<file path="src/rtl/dark_dma.sv">
// rtl/dark_dma.sv - X-bus master that copies LEN words from SRC to DST, one read then one write per word.
// Optional wait timeout is compiled in with DARKDMA_TIMEOUT_EN.
module dark_dma #(
  parameter int LEN_W      = 16,
  parameter int TMO_CYCLES = 255
) (
  input  logic             CLK,
  input  logic             RESN,
  input  logic             START,
  input  logic [31:0]      SRC,
  input  logic [31:0]      DST,
  input  logic [LEN_W-1:0] LEN,
  output logic             BUSY,
  output logic             DONE,
  output logic             ERR,
  output logic [LEN_W-1:0] REMAIN,
  output logic             XDREQ,
  output logic             XRD,
  output logic             XWR,
  output logic [3:0]       XBE,
  output logic [31:0]      XADDR,
  output logic [31:0]      XATAI,
  input  logic [31:0]      XATAO,
  input  logic             XDACK
);

  localparam logic [1:0] S_IDLE = 2'd0;
  localparam logic [1:0] S_RD   = 2'd1;
  localparam logic [1:0] S_WR   = 2'd2;
  localparam logic [1:0] S_FIN  = 2'd3;

  logic [1:0]  state;
  logic [29:0] src_ptr;
  logic [29:0] dst_ptr;

`ifdef DARKDMA_TIMEOUT_EN
  localparam int TMO_W = $clog2(TMO_CYCLES + 1);
  localparam logic [TMO_W-1:0] TMO_LAST = TMO_W'(TMO_CYCLES - 1);
  logic [TMO_W-1:0] wait_cnt;
`endif

  // XATAI doubles as the holding register for the word in flight.
  always_ff @(posedge CLK or negedge RESN) begin
    if (!RESN) begin
      state   <= S_IDLE;
      src_ptr <= '0;
      dst_ptr <= '0;
      BUSY    <= 1'b0;
      DONE    <= 1'b0;
      ERR     <= 1'b0;
      REMAIN  <= '0;
      XDREQ   <= 1'b0;
      XRD     <= 1'b0;
      XWR     <= 1'b0;
      XBE     <= 4'b0000;
      XADDR   <= '0;
      XATAI   <= '0;
`ifdef DARKDMA_TIMEOUT_EN
      wait_cnt <= '0;
`endif
    end else begin
      DONE <= 1'b0;
      case (state)
        S_IDLE: begin
          if (START) begin
            ERR     <= 1'b0;
            REMAIN  <= LEN;
            src_ptr <= SRC[31:2];
            dst_ptr <= DST[31:2];
            if (LEN != '0) begin
              state <= S_RD;
              BUSY  <= 1'b1;
              XDREQ <= 1'b1;
              XRD   <= 1'b1;
              XBE   <= 4'b1111;
              XADDR <= {SRC[31:2], 2'b00};
`ifdef DARKDMA_TIMEOUT_EN
              wait_cnt <= '0;
`endif
            end else begin
              state <= S_FIN;
              DONE  <= 1'b1;
            end
          end
        end
        S_RD: begin
          if (XDACK) begin
            XATAI <= XATAO;
            XRD   <= 1'b0;
            XWR   <= 1'b1;
            XADDR <= {dst_ptr, 2'b00};
            state <= S_WR;
`ifdef DARKDMA_TIMEOUT_EN
            wait_cnt <= '0;
          end else if (wait_cnt == TMO_LAST) begin
            state <= S_FIN;
            ERR   <= 1'b1;
            DONE  <= 1'b1;
            BUSY  <= 1'b0;
            XDREQ <= 1'b0;
            XRD   <= 1'b0;
            XBE   <= 4'b0000;
          end else begin
            wait_cnt <= wait_cnt + 1'b1;
`endif
          end
        end
        S_WR: begin
          if (XDACK) begin
            REMAIN  <= REMAIN - 1'b1;
            src_ptr <= src_ptr + 30'd1;
            dst_ptr <= dst_ptr + 30'd1;
            XWR     <= 1'b0;
            if (REMAIN == LEN_W'(1)) begin
              state <= S_FIN;
              DONE  <= 1'b1;
              BUSY  <= 1'b0;
              XDREQ <= 1'b0;
              XBE   <= 4'b0000;
            end else begin
              state <= S_RD;
              XRD   <= 1'b1;
              XADDR <= {src_ptr + 30'd1, 2'b00};
            end
`ifdef DARKDMA_TIMEOUT_EN
            wait_cnt <= '0;
          end else if (wait_cnt == TMO_LAST) begin
            state <= S_FIN;
            ERR   <= 1'b1;
            DONE  <= 1'b1;
            BUSY  <= 1'b0;
            XDREQ <= 1'b0;
            XWR   <= 1'b0;
            XBE   <= 4'b0000;
          end else begin
            wait_cnt <= wait_cnt + 1'b1;
`endif
          end
        end
        default: begin
          state <= S_IDLE;
        end
      endcase
    end
  end

endmodule

</file>
<file path="config.mk">
export PLATFORM = sky130hd
export DESIGN_NAME = dark_dma
export DESIGN_NICKNAME = d
export VERILOG_FILES = /design/src/rtl/dark_dma.sv
export SDC_FILE = /design/constraint.sdc
export NUM_CORES = 1
export LEC_CHECK = 0
export ABC_AREA = 1
export CAP_MARGIN = 25
export CORE_ASPECT_RATIO = 0.5
export CORE_MARGIN = 3
export CORE_UTILIZATION = 45
export CTS_CLUSTER_SIZE = 10
export DETAILED_ROUTE_END_ITERATION = 10
export GPL_TIMING_DRIVEN = 0
export PLACE_DENSITY = 0.73
export RECOVER_POWER = 25
export SYNTH_ARGS = -nofsm -noshare
export SYNTH_HDL_FRONTEND = slang
export SYNTH_SLANG_ARGS = --single-unit
</file>
<file path="constraint.sdc">
create_clock -name CLK -period 1.9 [get_ports CLK]
set_input_delay 0.38 -clock CLK [delete_from_list [all_inputs] [get_ports CLK]]
set_output_delay 0.38 -clock CLK [all_outputs]
set_load 0.1 [all_outputs]
</file>
==> run summary <==
status - completed
placed cell count - 1766
layout cells sized above 1 - 18.4%
Mapped Area - 8840 um2
worst rel slew slack - 44.0%
post-synthesis cell type count - 43
gpl congestion - 0.955
clk_skew - 11.1 ps
dpl ws - -331 ps
Post-Syn Instances - 1306
nets@finish - 1672
area grow syn2layout - 40.4%
Die Y - 105 um
Slew @ Worst Pin - 840 ps
Hold Path Class - primary input to register
post-layout util - 65.9%
row count - 35
achievable frequency - 527 MHz
Max Slew Vio Count - 0
largest net degree at the start of global routing - 90
setup_tns - 0 ps
#FFs+latches synth - 144
Period Utilization, post-route - 99.9%
CTS tree - yes
First-pass DRT Iterations - 6
Detailed Place HPWL - 24300 um
max cap viols - 0
Worst Setup Path Type - register to register
CTS Buf Count - 17
fin cells - 1820
Initial Utilization - 46.9%
CP max FO - 10
DRC - 0
# diodes - 0
clock buffer depth - 2
Sink Count - 144
I/O Buffers - 198
top_reg_cell synth - dfrtp_1
DRT antenna net count - 0
Overflow after GRT - 0
# H-tree levels - 4
met2 usage - 46.0%
crit path time final - 1900 ps
wire length per cell - 18.2 um
num ports - 206
DIE AREA - 21500 um2
cell mode on critical path - nand2_1
Critical-path top delay cell - dfrtp_1
initial antenna violation count - 0
Crit path required time - 2230 ps
first-pass GRT wire length - 51600 um
clock-pin slew on the worst setup and hold paths - 60 ps
CP startpoint kind - register
Setup violations, final - 0
vias per inst - 5.44
gr busiest metal - met2
via count - 9897
Die X - 204 um
critical path arrival - 2230 ps
core area - 18800 um2
Avg Synthesized Cell Area - 6.77 um2
max incr delay on CP - 410 ps
RSZ-0062 raised after global routing - yes
WL final - 33200 um
setup ws final - 1.63 ps
fraction of registers with async set/reset - 100%
sequential-to-total area share from yosys stat - 40.8%
GRT Total Usage - 31.0%
initial DRC count - 968
Skew-Pair Late Insertion Delay - 440 ps
crit path capture type - register
synth warn - 0
Clock Tree Root - clkbuf_16
Hold Vio Cnt, Final - 0
grt met1 use - 43.9%
crit-path cells - buf_4 -> ha_2 -> buf_6 -> buf_4 -> clkbuf_2 -> a21oi_1 -> nand2_1 -> nand2_1 -> nand2_1
vias in the first global route - 9471
grt met3 use - 8.81%
number of synthesized flops with an enable pin - 0
layout make-up:
cell class | count | area [um2]
sequential | 144 | 3620
clock inverter | 9 | 108
multi-input combinational | 1009 | 4810
timing repair buffer | 221 | 2320
fill | 1666 | 6420
tap | 259 | 324
buffer | 63 | 413
inverter | 92 | 345
clock buffer | 23 | 468
worst paths after layout:
path                                   to  slack, ps  startpoint  cells past startpoint
worst max-delay path            XADDR[17]          2    state[0]                      9
worst min-delay path            XATAI[16]        480   XATAO[16]                      3
worst max register to register  XADDR[17]          2    state[0]                      9
worst min register to register  XADDR[20]        480   XADDR[20]                      2
max in group asynchronous       REMAIN[9]        270        RESN                      3
min in group asynchronous       XADDR[21]        590        RESN                      2
layer usage:
metal	share of wire, %	vias up	wire length (um)
li1	-	4681	-
met1	45	4697	14800
met2	43	457	14300
met3	10	62	3320
met4	2.2	0	714
met5	0	-	0
cells in the mapped netlist, types with 2 or more instances:
library cell | count | area, um2
nand2_1 | 467 | 1750
nor2_1 | 178 | 668
dfrtp_1 | 144 | 3600
inv_1 | 89 | 334
nand3_1 | 87 | 435
a21oi_1 | 82 | 410
o21ai_0 | 69 | 345
clkbuf_1 | 29 | 109
buf_2 | 19 | 95.1
a22oi_1 | 16 | 120
buf_4 | 13 | 97.6
nand3b_1 | 13 | 97.6
o21ai_1 | 13 | 65.1
a21boi_1 | 11 | 82.6
o22ai_1 | 10 | 62.6
ha_1 | 8 | 100
nand2_2 | 7 | 43.8
nor2_2 | 7 | 43.8
nor2_4 | 7 | 78.8
nand4_1 | 4 | 25.0
inv_2 | 3 | 11.3
nor3_1 | 3 | 15.0
o211ai_1 | 3 | 22.5
xor2_1 | 3 | 26.3
a2bb2oi_1 | 2 | 17.5
buf_6 | 2 | 22.5
logic make-up (layout without fill, tap and decap cells):
family,count (synthesis),count (layout),synth area share [%]
buffers and inverters,156,408,7.62
AO/OA/AOI/OAI,213,213,13.4
adder cells (fa/ha/maj),8,8,1.13
other,1,3,0.0424
AND/OR/NAND/NOR,781,782,36.7
XOR/XNOR,3,3,0.297
flip-flops,144,144,40.8
stage by stage:
step	instance area [um2]	hold slack, ps
2_1_floorplan	8860	84.4
3_5_place_dp	11200	396
6_report	12400	476
5_1_grt	12400	463
3_3_place_gp	11200	462
4_1_cts	12100	463
sequential cells by signal, summed over array words and instances, names as in the netlist, 2 cells and up:
name     flops
REMAIN      16
XADDR       30
XATAI       32
dst_ptr     30
src_ptr     30
state        2
layout by cell type (no fill, tap or decap), drive strengths merged:
cell / n
nand2: 475
nor2: 193
dfrtp: 144
clkdlybuf4s50: 110
inv: 93
nand3: 90
o21ai: 83
a21oi: 82
clkdlybuf4s15: 77
buf: 62
clkbuf: 56
a22oi: 16
nand3b: 13
a21boi: 12
o22ai: 10
ha: 8
nand4: 4
nor3: 4
clkinv: 4
xor2: 3
o211ai: 3
conb: 3
a2bb2oi: 2
clkinvlp: 2
bufinv: 2
or2: 2
o31ai: 1
a22o: 1
a32oi: 1
a31o: 1
nor4: 1
o21a: 1
dlygate4sd3: 1
clkdlybuf4s18: 1
critical path: cells and delay by family (launching register included):
family                   cells  cell delay [ps]
AO/OA/AOI/OAI                1              330
flip-flops                   1              410
buffers and inverters        4              630
adder cells (fa/ha/maj)      1              170
AND/OR/NAND/NOR              3              250
what timing repair did:
| item | in CTS | in global routing |
|---|---|---|
| buffers inserted | 5 | 12 |
| resized for setup | 323 | 93 |
| pin swaps | 8 | 18 |
| hold buffers | 1 | 0 |
| endpoints found under the hold margin | 55 | 0 |
| setup endpoints to repair | 195 | 142 |
| gates cloned | 4 | 1 |
Power is not shown: default switching activity piles up to over one toggle a cycle in this logic, so the estimate is an artifact.
